--- src/rtl/instr_fetch_if.sv ---
// rtl/instr_fetch_if.sv - instruction-memory, pipeline-control and IF/ID signals of the fetch stage
interface instr_fetch_if;
  logic [31:0] im_addr;
  logic [31:0] im_instr;
  logic        stall;
  logic        flush;
  logic        redirect;
  logic [31:0] redirect_pc;
  logic [31:0] id_instr;
  logic [31:0] id_pc4;
  logic        id_valid;
  logic        halted;
  logic [31:0] fetch_count;

  modport master (
    output im_addr, id_instr, id_pc4, id_valid, halted, fetch_count,
    input  im_instr, stall, flush, redirect, redirect_pc
  );

  modport slave (
    input  im_addr, id_instr, id_pc4, id_valid, halted, fetch_count,
    output im_instr, stall, flush, redirect, redirect_pc
  );
endinterface

--- src/rtl/instr_fetch.sv ---
// rtl/instr_fetch.sv - MIPS fetch stage: PC, IF/ID register, stall/flush/redirect, halt after last word
module instr_fetch #(
  parameter logic [31:0] RESET_PC = 32'd0,
  parameter logic [31:0] LAST_PC  = 32'd56
) (
  input  logic            clk,
  input  logic            rst_n,
  instr_fetch_if.master   fif
);

  typedef enum logic [1:0] {IDLE, RUN, HALT} state_t;

  state_t      state_q, state_d;
  logic [31:0] pc_q, pc_d;
  logic [31:0] id_instr_q, id_instr_d;
  logic [31:0] id_pc4_q, id_pc4_d;
  logic        id_valid_q, id_valid_d;
  logic [31:0] fetch_count_q, fetch_count_d;

  logic [31:0] pc_plus4;
  logic [31:0] redirect_target;

  always_comb begin
    state_d         = state_q;
    pc_d            = pc_q;
    id_instr_d      = id_instr_q;
    id_pc4_d        = id_pc4_q;
    id_valid_d      = id_valid_q;
    fetch_count_d   = fetch_count_q;
    pc_plus4        = pc_q + 32'd4;
    redirect_target = fif.redirect_pc & ~32'h3;

    case (state_q)
      IDLE: state_d = RUN;

      RUN: begin
        if (fif.redirect) begin
          pc_d       = redirect_target;
          id_valid_d = 1'b0;
          id_instr_d = '0;
          id_pc4_d   = '0;
        end else if (fif.flush) begin
          id_valid_d = 1'b0;
          id_instr_d = '0;
          id_pc4_d   = '0;
          if (!fif.stall) pc_d = pc_plus4;
        end else if (!fif.stall) begin
          id_instr_d = fif.im_instr;
          id_pc4_d   = pc_plus4;
          id_valid_d = 1'b1;
          pc_d       = pc_plus4;
          if (fetch_count_q != 32'hFFFF_FFFF) fetch_count_d = fetch_count_q + 32'd1;
          if (pc_q == LAST_PC) state_d = HALT;
        end
      end

      HALT: begin
        // PC stays at LAST_PC+4; only a redirect restarts fetching.
        if (fif.redirect) begin
          pc_d       = redirect_target;
          id_valid_d = 1'b0;
          id_instr_d = '0;
          id_pc4_d   = '0;
          state_d    = RUN;
        end else if (fif.flush || !fif.stall) begin
          id_valid_d = 1'b0;
          id_instr_d = '0;
          id_pc4_d   = '0;
        end
      end

      default: state_d = IDLE;
    endcase
  end

  always_ff @(posedge clk or negedge rst_n) begin
    if (!rst_n) begin
      state_q       <= IDLE;
      pc_q          <= RESET_PC;
      id_instr_q    <= '0;
      id_pc4_q      <= '0;
      id_valid_q    <= 1'b0;
      fetch_count_q <= '0;
    end else begin
      state_q       <= state_d;
      pc_q          <= pc_d;
      id_instr_q    <= id_instr_d;
      id_pc4_q      <= id_pc4_d;
      id_valid_q    <= id_valid_d;
      fetch_count_q <= fetch_count_d;
    end
  end

  assign fif.im_addr     = pc_q;
  assign fif.id_instr    = id_instr_q;
  assign fif.id_pc4      = id_pc4_q;
  assign fif.id_valid    = id_valid_q;
  assign fif.halted      = (state_q == HALT);
  assign fif.fetch_count = fetch_count_q;

endmodule

--- src/flat_wrapper.sv ---
// flat-port wrapper written by rule: the top's interface ports become plain ports
module instr_fetch_flat 
#(
  parameter logic [31:0] RESET_PC = 32'd0,
  parameter logic [31:0] LAST_PC  = 32'd56
)
  (clk, rst_n, fif_im_addr, fif_id_instr, fif_id_pc4, fif_id_valid, fif_halted, fif_fetch_count, fif_im_instr, fif_stall, fif_flush, fif_redirect, fif_redirect_pc);
  instr_fetch_if fif_i ();
  input  logic clk;
  input  logic rst_n;
  output wire logic [$bits(fif_i.im_addr)-1:0] fif_im_addr;
  output wire logic [$bits(fif_i.id_instr)-1:0] fif_id_instr;
  output wire logic [$bits(fif_i.id_pc4)-1:0] fif_id_pc4;
  output wire logic [$bits(fif_i.id_valid)-1:0] fif_id_valid;
  output wire logic [$bits(fif_i.halted)-1:0] fif_halted;
  output wire logic [$bits(fif_i.fetch_count)-1:0] fif_fetch_count;
  input wire logic [$bits(fif_i.im_instr)-1:0] fif_im_instr;
  input wire logic [$bits(fif_i.stall)-1:0] fif_stall;
  input wire logic [$bits(fif_i.flush)-1:0] fif_flush;
  input wire logic [$bits(fif_i.redirect)-1:0] fif_redirect;
  input wire logic [$bits(fif_i.redirect_pc)-1:0] fif_redirect_pc;
  assign fif_im_addr = fif_i.im_addr;
  assign fif_id_instr = fif_i.id_instr;
  assign fif_id_pc4 = fif_i.id_pc4;
  assign fif_id_valid = fif_i.id_valid;
  assign fif_halted = fif_i.halted;
  assign fif_fetch_count = fif_i.fetch_count;
  assign fif_i.im_instr = fif_im_instr;
  assign fif_i.stall = fif_stall;
  assign fif_i.flush = fif_flush;
  assign fif_i.redirect = fif_redirect;
  assign fif_i.redirect_pc = fif_redirect_pc;
  instr_fetch #(.RESET_PC(RESET_PC), .LAST_PC(LAST_PC)) u_core (.clk(clk), .rst_n(rst_n), .fif(fif_i));
endmodule
--- config.mk ---
export PLATFORM = sky130hd
export DESIGN_NAME = instr_fetch_flat
export DESIGN_NICKNAME = d
export VERILOG_FILES = /design/src/rtl/instr_fetch_if.sv /design/src/rtl/instr_fetch.sv /design/src/flat_wrapper.sv
export SDC_FILE = /design/constraint.sdc
export NUM_CORES = 1
export LEC_CHECK = 0
export BUFFER_PORTS_ARGS = -buffer_cell sky130_fd_sc_hd__clkbuf_2
export CAP_MARGIN = 20
export CORE_UTILIZATION = 56
export DETAILED_ROUTE_END_ITERATION = 10
export GPL_TIMING_DRIVEN = 0
export HOLD_SLACK_MARGIN = 0.05
export PLACE_DENSITY = 0.95
export SLEW_MARGIN = 10
export SYNTH_ARGS = -nofsm -noshare
export SYNTH_HDL_FRONTEND = slang
export SYNTH_SLANG_ARGS = --single-unit
--- constraint.sdc ---
create_clock -name clk -period 5.6 [get_ports clk]
set_input_delay 0.28 -clock clk [delete_from_list [all_inputs] [get_ports clk]]
set_output_delay 0.28 -clock clk [all_outputs]
set_load 0.005 [all_outputs]
==> qor.yml, run 1 <==
endpoint_kind: "flop"
cts.repair.resized: 0
drive_gt1_share_pct: 30.0
cts_max_level: 4
drtAntennaViolNets: 0
final_util_pct: 74.4
io_pins: 199
cts_tree: "yes"
vias: 6083
cts_setup_buffers: 0
synth_cells: 629
maxCapViolCount: 0
yosys_warnings: 0
dpl.hpwl_um: 13300
hp-class: "input port to flop"
ctsHoldBuffers: 1
synth_ff_type: "dfrtp_1"
slew_headroom_pct: 41.2
grt_pass1_wl_um: 29100
firstDrtPassIters: 5
syn_area_um2: 6350
fin_crit_sh_pct: 50.2
crit_required_ns: 5.90
diodes: 0
synth_cell_types: 63
clk_pin_slew_worst_paths_ns: 0.06
gp_routability_congestion: 0.957
seq_area_frac_synth_pct: 50.4
setup_ws_ns: 2.79
min_period_ns: 2.81
grtUsageTotal_pct: 32.8
rsz0062_at_grt: "false"
synth_area_leaders: "dfrtp_1, xor2_1, a22o_1, nand2_1, o21ai_0"
ctsLongestPathBuffers: 2
clk_latency_ns: 0.41
die_w_um: 109
start_kind: "flop"
clockRootBuffer: "clkbuf_16"
final_common_cell: "clkbuf_2"
chipHeight_um: 109
wl_um: 18800
fin_setup_tns_ns: 0
final_cell_mix: "clkbuf_2, dfrtp_1, nand2_1"
start_util_pct: 58.1
ir_drop_mv: 0.255
fmax_mhz: 355
nets: 920
port_buffers: 194
cts_sinks: 128
fp-row-count: 38
synth_edf_count: 0
wl_per_cell_um: 18.8
areaGrowthSynthToFinish_pct: 28.1
fillerInstances: 739
worst_pin_slew_ns: 0.876
path_class: "flop to flop"
coreArea_um2: 10900
synth_top_area_share_pct: 50.4
die-area_um2: 11800
viasPerCell: 6.10
finalInstanceArea_um2: 8140
synth_top_cell_by_area: "dfrtp_1"
placed_cell_area_um2: 7540
finalMaxSlewViolations: 0
finalHoldViolCount: 0
cp_max_fo: 10
dp_slack_ns: 2.99
grt_overflow_total: 0
synth_seq_cells: 128
leakage_nw: 3.98
drc: 0
grt_max_degree: 85
synthArstFlopShare_pct: 100
antenna_found_initial: 0
arrival_ns: 3.11
grt_pass1_vias: 5713
outcome: "finished, final reports clean"
synth_area_per_cell_um2: 10.1
drt-initial-drc-count: 691
skew_ns: 0.00716
numCtsBuffers: 17
p_per_area_nw_per_um2: 467
setup_viol: 0
path summary, 6_finish.rpt:
check	start	to	slack, ns	depth (start not counted)
setup / recovery	u_core.state_q[0]	u_core.fif.im_addr[16]	2.79	8
hold / removal	fif_im_instr[23]	u_core.fif.id_instr[23]	0.08	2
setup reg to reg	u_core.state_q[0]	u_core.fif.im_addr[16]	2.79	8
hold reg to reg	u_core.fif.id_valid	u_core.fif.id_valid	0.48	2
max in group asynchronous	rst_n	u_core.fif.id_pc4[10]	4.49	3
min in group asynchronous	rst_n	u_core.fif.fetch_count[25]	0.36	2
cells by family (layout without fill, tap and decap cells):
logic type      after synthesis  count (layout)  synth area share (%)
fa+ha+maj                     6               6                  1.18
other cells                   1               2                0.0590
mux                           2               2                 0.335
flops                       128             128                  50.4
xor+xnor                     57              57                  7.86
simple gates                228             228                  20.4
buf+inv                      58             286                  3.88
compound gates              149             149                  15.9
flip-flops by register name, summed over array words and instances, names as in the netlist:
name	flops
u_core.fif.id_pc4	31
u_core.fif.im_addr	30
u_core.state_q	2
u_core.fif.fetch_count	32
u_core.fif.id_valid	1
u_core.fif.id_instr	32
synthesized netlist by cell type (16+ instances only):
cell and n:
nor3_1 16, dfrtp_1 128, xor2_1 38, clkbuf_1 36
nand2_1 62, xnor2_1 19, a22o_1 32, o21ai_0 41
nand3_1 26, nor2_1 34, a21oi_1 26, nand4_1 16
metal layers:
| layer | up-vias | part of all wire [%] | track usage, % |
|---|---|---|---|
| met2 | 417 | 48 | 53.3 |
| li1 | 2708 | - | - |
| met1 | 2881 | 38 | 39.6 |
| met4 | 0 | 3.4 | 15.5 |
| met5 | - | 0 | 0 |
| met3 | 77 | 11 | 10.3 |
power by group:
group / switching [mW] / internal (mW) / total (mW) / leakage [nW]
sequential: 0.292 / 1.17 / 1.47 / 1.66
clock: 0.397 / 0.708 / 1.10 / 0.287
combinational: 0.717 / 0.513 / 1.23 / 2.03
stage by stage:
stage          hold WS [ns]  std cells  power [mW]
2_1_floorplan       -0.0156        630        2.09
3_3_place_gp          0.463        964        2.61
3_5_place_dp          0.234        965        2.66
4_1_cts              0.0787        998        3.78
5_1_grt              0.0912        998        4.00
6_report             0.0840        998        3.80
worst max-delay path: stages (launching register included):
cell and delay (ns):
dfrtp_1 0.36, inv_1 0.08, ha_1 0.32, nor2_1 0.48, and3_1 0.24, clkbuf_1 0.38
clkbuf_1 0.49, nand3_1 0.18, o221a_2 0.16
area by class of cell:
| cell class | count | area (um2) | share of cell area, % |
|---|---|---|---|
| flip-flops and latches | 128 | 3200 | 39.4 |
| multi-input cells | 444 | 2910 | 35.7 |
| repair buffers | 196 | 1020 | 12.5 |
| clock buffers | 21 | 450 | 5.53 |
| plain buffers | 46 | 201 | 2.48 |
| well taps | 140 | 175 | 2.15 |
| clock inverters | 11 | 139 | 1.71 |
| inverters | 12 | 45.0 | 0.553 |
No activity file was read; power rests on OpenSTA's default activity.
==> inputs of run 2 (changes only) <==
- CORE_UTILIZATION: 56 -> 52
- PLACE_DENSITY: 0.95 -> 0.9
- clock period: 5.6 -> 2.7 ns (I/O delays scaled with it)
==> run 2 against run 1 <==
Global-route usage rose by 0.31 points; non-clock buffer count rose by 52; worst hold slack got worse by 0.020 ns; cell count rose by 5.6%; routed wire length rose by 8.1%; via count rose by 4.7%; sequential share of layout area fell by 2.5 points; largest cell class unchanged; largest power group unchanged.
==> qor.yml, run 2 (synthesis results as in run 1) <==
outcome: "finished, final reports clean"
skew_ns: 0.0103  # +0.00319 ns
worstReg2RegStart: "u_core.state_q[0]"
p_per_area_nw_per_um2: 929  # +99%
path_class: "flop to flop"
fp-row-count: 40  # +5.3%
arrival_ns: 2.91  # -0.20 ns
die_w_um: 113  # +3.7%
min_to: "u_core.fif.im_addr[9]"
placed_cell_area_um2: 7550  # +0.12%
grtUsageTotal_pct: 33.1  # +0.31 points
grt_max_degree: 98  # +15%
start_util_pct: 53.1  # -5.0 points
port_buffers: 194  # unchanged
wl_met3_um: 2080  # +1.3%
crit_path_cell_trace: "inv_1 > ha_1 > a21oi_1 > and3_1 > clkbuf_1 > clkbuf_2 > nand2_1 > mux2i_1 > nor2_1"
r2r-end: "u_core.fif.im_addr[24]"
nets: 972  # +5.7%
areaGrowthSynthToFinish_pct: 36.7
viasPerCell: 6.04  # -0.85%
fillerInstances: 813  # +10%
wl_um: 20300  # +8.1%
endpoint_kind: "flop"
cpMaxStageDelayCell: "a21oi_1"
fmax_mhz: 385  # +8.3%
start_kind: "flop"
min-delay-start: "fif_redirect_pc[9]"
antenna_found_initial: 0  # unchanged
maxCapViolCount: 0  # unchanged
cpPeakStageDelay_ns: 0.43  # -0.06 ns
r2r_setup_slack_ns: 0.10  # -2.68 ns
cts_sinks: 128  # unchanged
io_pins: 199  # unchanged
chipHeight_um: 113  # +3.7%
dpl.hpwl_um: 13100  # -1.4%
grt_pass1_vias: 6305  # +10%
finalInstanceArea_um2: 8690  # +6.7%
cp_max_fo: 10  # unchanged
drt-met1-wl_um: 7740  # +8.4%
die-area_um2: 12700  # +7.5%
leakage_nw: 4.21  # +5.8%
drc: 0  # unchanged
fin_setup_tns_ns: 0  # unchanged
stdcell_count: 1054  # +5.6%
final_common_cell: "clkbuf_2"
numPlacedInstances: 972  # +0.73%
setup_viol: 0  # unchanged
fin_total_pwr_mw: 8.07  # +110%
slew_headroom_pct: 54.3  # +13 points
crit_required_ns: 3.01  # -2.89 ns
finalMaxSlewViolations: 0  # unchanged
worst_pin_slew_ns: 0.686  # -0.190 ns
clk_latency_ns: 0.42  # about the same
finalHoldViolCount: 0  # unchanged
coreArea_um2: 12000  # +9.4%
wl_per_cell_um: 19.2  # +2.3%
gp_routability_congestion: 0.938  # -2.0%
diodes: 0  # unchanged
cts_tree: "yes"
ir_drop_mv: 0.555  # +120%
drtAntennaViolNets: 0  # unchanged
wl_met2_um: 9570  # +7.2%
vias: 6370  # +4.7%
clk_pin_slew_worst_paths_ns: 0.06  # about the same
grt_overflow_total: 0  # unchanged
rsz0062_at_grt: "false"
grt_pass1_wl_um: 32300  # +11%
drt-initial-drc-count: 731  # +5.8%
reg2reg_depth: 9  # +1
fin_crit_sh_pct: 96.2  # +46 points
firstDrtPassIters: 6  # +1
clockRootBuffer: "clkbuf_16"
min_delay_path_depth: 3  # +1
top_layer: "met4"
ctsLongestPathBuffers: 2  # unchanged
cts_max_level: 4  # unchanged
final_cell_mix: "clkbuf_2, dfrtp_1, nand2_1"
numCtsBuffers: 17  # unchanged
drive_gt1_share_pct: 28.3  # -1.6 points
min_period_ns: 2.60  # -0.216 ns
hp-class: "input port to flop"
[run 2: power breakdown]
part           switching (mW)  internal [mW]  total, mW
clock                   0.805           1.57       2.38
combinational            1.53           1.11       2.64
sequential              0.616           2.44       3.05
[run 2: worst max path at each step]
stage	startpoint	to	slack, ns	depth (start not counted)
after CTS	u_core.state_q[0]	u_core.fif.im_addr[30]	0.06	7
after global placement	rst_n	u_core.fif.id_pc4[20]	-0.45	1
after floorplan	u_core.fif.fetch_count[0]	u_core.fif.fetch_count[11]	0.64	7
after global routing	u_core.state_q[0]	u_core.fif.im_addr[24]	0.02	9
final	u_core.state_q[0]	u_core.fif.im_addr[24]	0.10	9
after detailed placement	u_core.state_q[0]	u_core.fif.im_addr[24]	0.01	9
[run 2: critical path: cells and delay by family, from the launching register on]
family | cells | cell delay (ns)
buf+inv | 3 | 0.86
simple gates | 3 | 0.37
fa+ha+maj | 1 | 0.33
mux | 1 | 0.15
compound gates | 1 | 0.43
flops | 1 | 0.34
[run 2: timing repair]
action                     4_1_cts  5_1_grt
resized for setup                1        2
hold buffers                    53        0
hold endpoints to repair       180        0
setup buffers                    0        0
setup endpoints to repair        4       12
[run 2: cell type report]
| type | count | area, um2 | share of cell area, % |
|---|---|---|---|
| flip-flops and latches | 128 | 3200 | 36.9 |
| plain buffers | 46 | 203 | 2.33 |
| repair buffers | 248 | 1540 | 17.7 |
| multi-input cells | 444 | 2910 | 33.5 |
| inverters | 12 | 45.0 | 0.519 |
| clock inverters | 7 | 135 | 1.56 |
| clock buffers | 22 | 464 | 5.34 |
| well taps | 147 | 184 | 2.12 |
[run 2: routing by layer]
layer | GRT usage, % | up-vias
met5 | 0 | -
met4 | 17.7 | 0
met3 | 9.34 | 94
met2 | 53.5 | 449
met1 | 40.3 | 3011
li1 | - | 2816
[run 2: stage by stage]
step | hold slack, ns | utilization, % | worst slack [ns]
floorplan | -0.161 | - | 0.642
global placement | 0.354 | 62.8 | -0.454
detailed placement | 0.0530 | 63.1 | 0.0137
CTS | 0.0516 | 72.6 | 0.0632
global route | 0.0708 | 72.6 | 0.0219
finish | 0.0639 | 72.6 | 0.103
